## src/rtl/fifo_uart_tx.sv

```systemverilog
// FIFO-draining UART transmitter: pops one word per frame from a
// first-word fall-through FIFO and shifts it out start/data/parity/stop.
module fifo_uart_tx #(
    parameter int DATAW     = 8,
    parameter int CLK_DIV   = 868,
    parameter int PARITY    = 0,
    parameter int STOP_BITS = 1
) (
    input  logic             clk,
    input  logic             rst,
    input  logic             i_en,
    input  logic [DATAW-1:0] i_rd_data,
    input  logic             i_rd_empty,
    output logic             o_rd_en,
    output logic             o_tx,
    output logic             o_busy
);

    localparam int BAUD_W = (CLK_DIV > 1) ? $clog2(CLK_DIV) : 1;
    localparam int BIT_W  = $clog2(DATAW);

    localparam logic [BAUD_W-1:0] BAUD_MAX  = BAUD_W'(CLK_DIV - 1);
    localparam logic [BIT_W-1:0]  DATA_LAST = BIT_W'(DATAW - 1);
    localparam logic [BIT_W-1:0]  STOP_LAST = BIT_W'(STOP_BITS - 1);
    localparam bit                HAS_PAR   = (PARITY != 0);
    localparam bit                ODD_PAR   = (PARITY == 2);

    localparam logic [2:0] IDLE  = 3'd0;
    localparam logic [2:0] START = 3'd1;
    localparam logic [2:0] DATA  = 3'd2;
    localparam logic [2:0] PAR   = 3'd3;
    localparam logic [2:0] STOP  = 3'd4;

    logic [2:0]        state;
    logic [BAUD_W-1:0] baud_cnt;
    logic [BIT_W-1:0]  bit_cnt;
    logic [DATAW-1:0]  shift;
    logic              par_bit;
    logic              baud_wrap;

    assign baud_wrap = (baud_cnt == BAUD_MAX);
    assign o_rd_en   = (state == IDLE) & i_en & ~i_rd_empty & ~rst;

    always_ff @(posedge clk) begin
        if (rst) begin
            state    <= IDLE;
            baud_cnt <= '0;
            bit_cnt  <= '0;
            shift    <= '0;
            par_bit  <= 1'b0;
            o_tx     <= 1'b1;
            o_busy   <= 1'b0;
        end else begin
            if (state != IDLE) begin
                baud_cnt <= baud_wrap ? '0 : baud_cnt + 1'b1;
            end
            unique case (state)
                IDLE: begin
                    if (o_rd_en) begin
                        shift    <= i_rd_data;
                        par_bit  <= ODD_PAR ? ~^i_rd_data : ^i_rd_data;
                        baud_cnt <= '0;
                        bit_cnt  <= '0;
                        state    <= START;
                        o_tx     <= 1'b0;
                        o_busy   <= 1'b1;
                    end
                end
                START: begin
                    // the line register is loaded one bit ahead of the shifter
                    if (baud_wrap) begin
                        state <= DATA;
                        o_tx  <= shift[0];
                        shift <= shift >> 1;
                    end
                end
                DATA: begin
                    if (baud_wrap) begin
                        if (bit_cnt == DATA_LAST) begin
                            bit_cnt <= '0;
                            if (HAS_PAR) begin
                                state <= PAR;
                                o_tx  <= par_bit;
                            end else begin
                                state <= STOP;
                                o_tx  <= 1'b1;
                            end
                        end else begin
                            bit_cnt <= bit_cnt + 1'b1;
                            o_tx    <= shift[0];
                            shift   <= shift >> 1;
                        end
                    end
                end
                PAR: begin
                    if (baud_wrap) begin
                        state <= STOP;
                        o_tx  <= 1'b1;
                    end
                end
                STOP: begin
                    if (baud_wrap) begin
                        if (bit_cnt == STOP_LAST) begin
                            bit_cnt <= '0;
                            state   <= IDLE;
                            o_busy  <= 1'b0;
                        end else begin
                            bit_cnt <= bit_cnt + 1'b1;
                        end
                    end
                end
                default: begin
                    state  <= IDLE;
                    o_tx   <= 1'b1;
                    o_busy <= 1'b0;
                end
            endcase
        end
    end

endmodule
```

## config.mk

```make
export PLATFORM = sky130hd
export DESIGN_NAME = fifo_uart_tx
export DESIGN_NICKNAME = d
export VERILOG_FILES = /design/src/rtl/fifo_uart_tx.sv
export SDC_FILE = /design/constraint.sdc
export NUM_CORES = 1
export LEC_CHECK = 0
export CAP_MARGIN = 20
export CORE_ASPECT_RATIO = 1.75
export CORE_MARGIN = 1
export CORE_UTILIZATION = 56
export DETAILED_ROUTE_END_ITERATION = 8
export GPL_ROUTABILITY_DRIVEN = 0
export GPL_TIMING_DRIVEN = 0
export PLACE_DENSITY = 0.78
export SYNTH_ARGS = -nofsm -noshare
export SYNTH_HDL_FRONTEND = slang
export SYNTH_SLANG_ARGS = --single-unit
```

## constraint.sdc

```tcl
create_clock -name clk -period 2.3 [get_ports clk]
set_input_delay 0.69 -clock clk [delete_from_list [all_inputs] [get_ports clk]]
set_output_delay 0.69 -clock clk [all_outputs]
set_load 0.1 [all_outputs]
```

==> results.cfg, run 1 <==
[status]
violations = negative setup slack
status = complete, but fails checks

[synthesis]
netlist_instances = 181
ys_warn_count = 0
ys_async_sr_fraction = 0
ys_seq_elements = 26
syn_nets = 197
synth_area_per_cell_um2 = 8.47
synthFlopType = dfxtp_1
synth-seq-area-share = 0.340
synth_edf_count = 0
synth_cell_types = 49
netlist_area_mm2 = 0.00153
synth.largest_area_cell = dfxtp_1
synth_top_cell_area_share = 0.340
synth_area_leaders = dfxtp_1, mux2_2, nand3_1

[placed_design]
hpwl_mm = 2.75
pre_cts_ws_ns = -1.50
numPortBuffers = 14

[die]
start_util = 0.600
die-height_um = 71.2
die_x_um = 41.5
pin_count = 15
coreArea_mm2 = 0.00255
die_area_mm2 = 0.00296
row_count = 24

[drt]
first_pass_iters = 4
drtIter0Drc = 80
viasPerCell = 6.59
wl_per_cell_um = 16.6
wl_mm = 3.78
vias = 1495
drtAntennaViolNets = 0
drc = 0

[critical_path]
rrSetupSlack_ns = 0.20
critPathKind = input pin to output pin
worst-path-max-fanout = 2
reg2reg_to = o_tx$_SDFFE_PP1P_
worstPathRequired_ns = 1.61
reg2reg_from = state[2]$_SDFFE_PP0P_
cp-start-kind = input pin
end_kind = output pin
rr_worst_depth = 6
cp.arrival_ns = 1.61

[grt]
grt-ovfl-total = 0
grt_pass1_wl_mm = 6.50
antenna_found_initial = 0
grt_max_degree = 14
grt_pass1_vias = 1542
gr-usage-all-layers = 0.277

[timing]
holdWs_ns = 0.491
rsz0062_at_grt = true
hold_viol_final = 0
worst_pin_slew_ns = 0.961
max_freq_mhz = 434
slew_viol_final = 0
fin_tns_setup_ns = -0.00389
max_slew_margin = 0.362
period_share = 1.00
min_period_ns = 2.30
layout_setup_ws_ns = -0.00389
skew_ns = 0.00454
setup_viol = 1

[clock_network]
hold_buffers = 0
cts_tree = yes
clk_latency_ns = 0.27
path_clk_slew_ns = 0.09
cts.sinks = 26
htreeDepth = 1
clk_path_buf_depth = 2
numCtsBuffers = 3
cts_root_buf = clkbuf_8

[worst_hold_path]
holdPathEnd = bit_cnt[1]$_SDFFE_PP0P_
min_path_cells = 2
hold_path_class = flop to flop
holdCritStartpoint = bit_cnt[1]$_SDFFE_PP0P_

[power_and_ir_drop]
finalPower_mw = 1.03
peakVddDrop_uv = 524
p_leak_nw = 0.667
p_per_area_mw_per_mm2 = 580

[layout]
drive_gt1_frac = 0.149
nets = 219
area_growth_syn_to_layout_pct = 16.4
num-fill-cells = 224
seqCellArea_um2 = 520
antenna_cells = 0
multi_input_area_um2 = 935
utilization = 0.699

[job]
cap_violations = 0
registers in the layout (all words and copies together) (netlist names):
name,count
o_busy,1
state,3
o_tx,1
shift,8
bit_cnt,3
baud_cnt,10
Yosys cell counts, drive strengths merged, types with 2 or more instances:
cell type,instances
a21oi,12
a31oi,7
and2,2
buf,6
clkbuf,5
dfxtp,26
ha,4
inv,7
mux2,8
mux2i,5
nand2,14
nand2b,2
nand3,14
nand4,4
nor2,8
nor2b,8
nor3,5
nor4,2
o211ai,2
o21ai,12
o22ai,2
or3,3
xnor2,2
cell families after synthesis:
kind of cell	count (synthesis)	synth area share
multiplexers	13	0.0914
AND/OR/NAND/NOR	67	0.238
AO/OA/AOI/OAI	49	0.226
buffers and inverters	19	0.0547
XOR/XNOR	3	0.0171
adder cells (fa/ha/maj)	4	0.0327
flip-flops	26	0.340
report_power, final:
group / internal, mW / switching (mW)
Clock: 0.118 / 0.142
Combinational: 0.111 / 0.173
Sequential: 0.476 / 0.0151
Total: 0.704 / 0.330
critical path: stages:
cell    delay [ns]
buf_6         0.09
or3b_4        0.41
nor3_4        0.21
buf_12        0.21
layout make-up:
type	instances	area share
buffer	11	0.0302
clock buffer	3	0.0231
inverter	8	0.0168
multi-input combinational	136	0.524
sequential	26	0.292
tap	26	0.0182
timing repair buffer	17	0.0961
what timing repair did:
action | CTS | global route
setup endpoints to repair | 6 | 1
pin swaps | 2 | 2
buffers inserted | 2 | 1
resized for setup | 24 | 1
how the worst max path moves through the flow:
stage	start	cells after the start	endpoint
2_1_floorplan	i_rd_empty	2	o_rd_en
3_3_place_gp	rst	4	o_rd_en
6_report	i_rd_empty	4	o_rd_en
3_5_place_dp	rst	4	o_rd_en
4_1_cts	rst	4	o_rd_en
5_1_grt	i_rd_empty	4	o_rd_en
cells in the final DEF (no fill, tap or decap), types with 4 or more instances in the layout:
cell and n:
inv_1 7, nor2_1 8, clkbuf_1 5, o21ai_0 10
mux2_2 8, buf_2 5, mux2i_1 5, ha_1 4
nand3_1 14, clkdlybuf4s50_1 8, nor2b_1 8, dfxtp_1 26
nand2_1 14, nand4_1 4, a21oi_1 12, a31oi_1 6
layer usage:
layer,GRT usage,routed length [µm],vias to the layer above
met5,0,0,-
met4,0.179,106,0
met3,0.0332,85,11
met2,0.514,2090,36
met1,0.278,1500,733
li1,-,-,715
stage by stage:
stage / std cells / cell area, µm²
5_1_grt: 227 / 1780
2_1_floorplan: 181 / 1540
6_report: 227 / 1780
4_1_cts: 226 / 1770
3_3_place_gp: 221 / 1710
3_5_place_dp: 221 / 1710
(Power assumes the default switching activity.)
==> run 2: changes to the inputs <==
--- a/config.mk
+++ b/config.mk
@@ -7,11 +7,11 @@
 export LEC_CHECK = 0
 export CAP_MARGIN = 20
 export CORE_ASPECT_RATIO = 1.75
-export CORE_MARGIN = 1
 export CORE_UTILIZATION = 56
 export DETAILED_ROUTE_END_ITERATION = 8
 export GPL_ROUTABILITY_DRIVEN = 0
 export GPL_TIMING_DRIVEN = 0
+export HOLD_SLACK_MARGIN = 0.15
 export PLACE_DENSITY = 0.78
 export SYNTH_ARGS = -nofsm -noshare
 export SYNTH_HDL_FRONTEND = slang
==> results of run 2 <==
The final DEF is identical to that of run 1; final timing and power are the same.
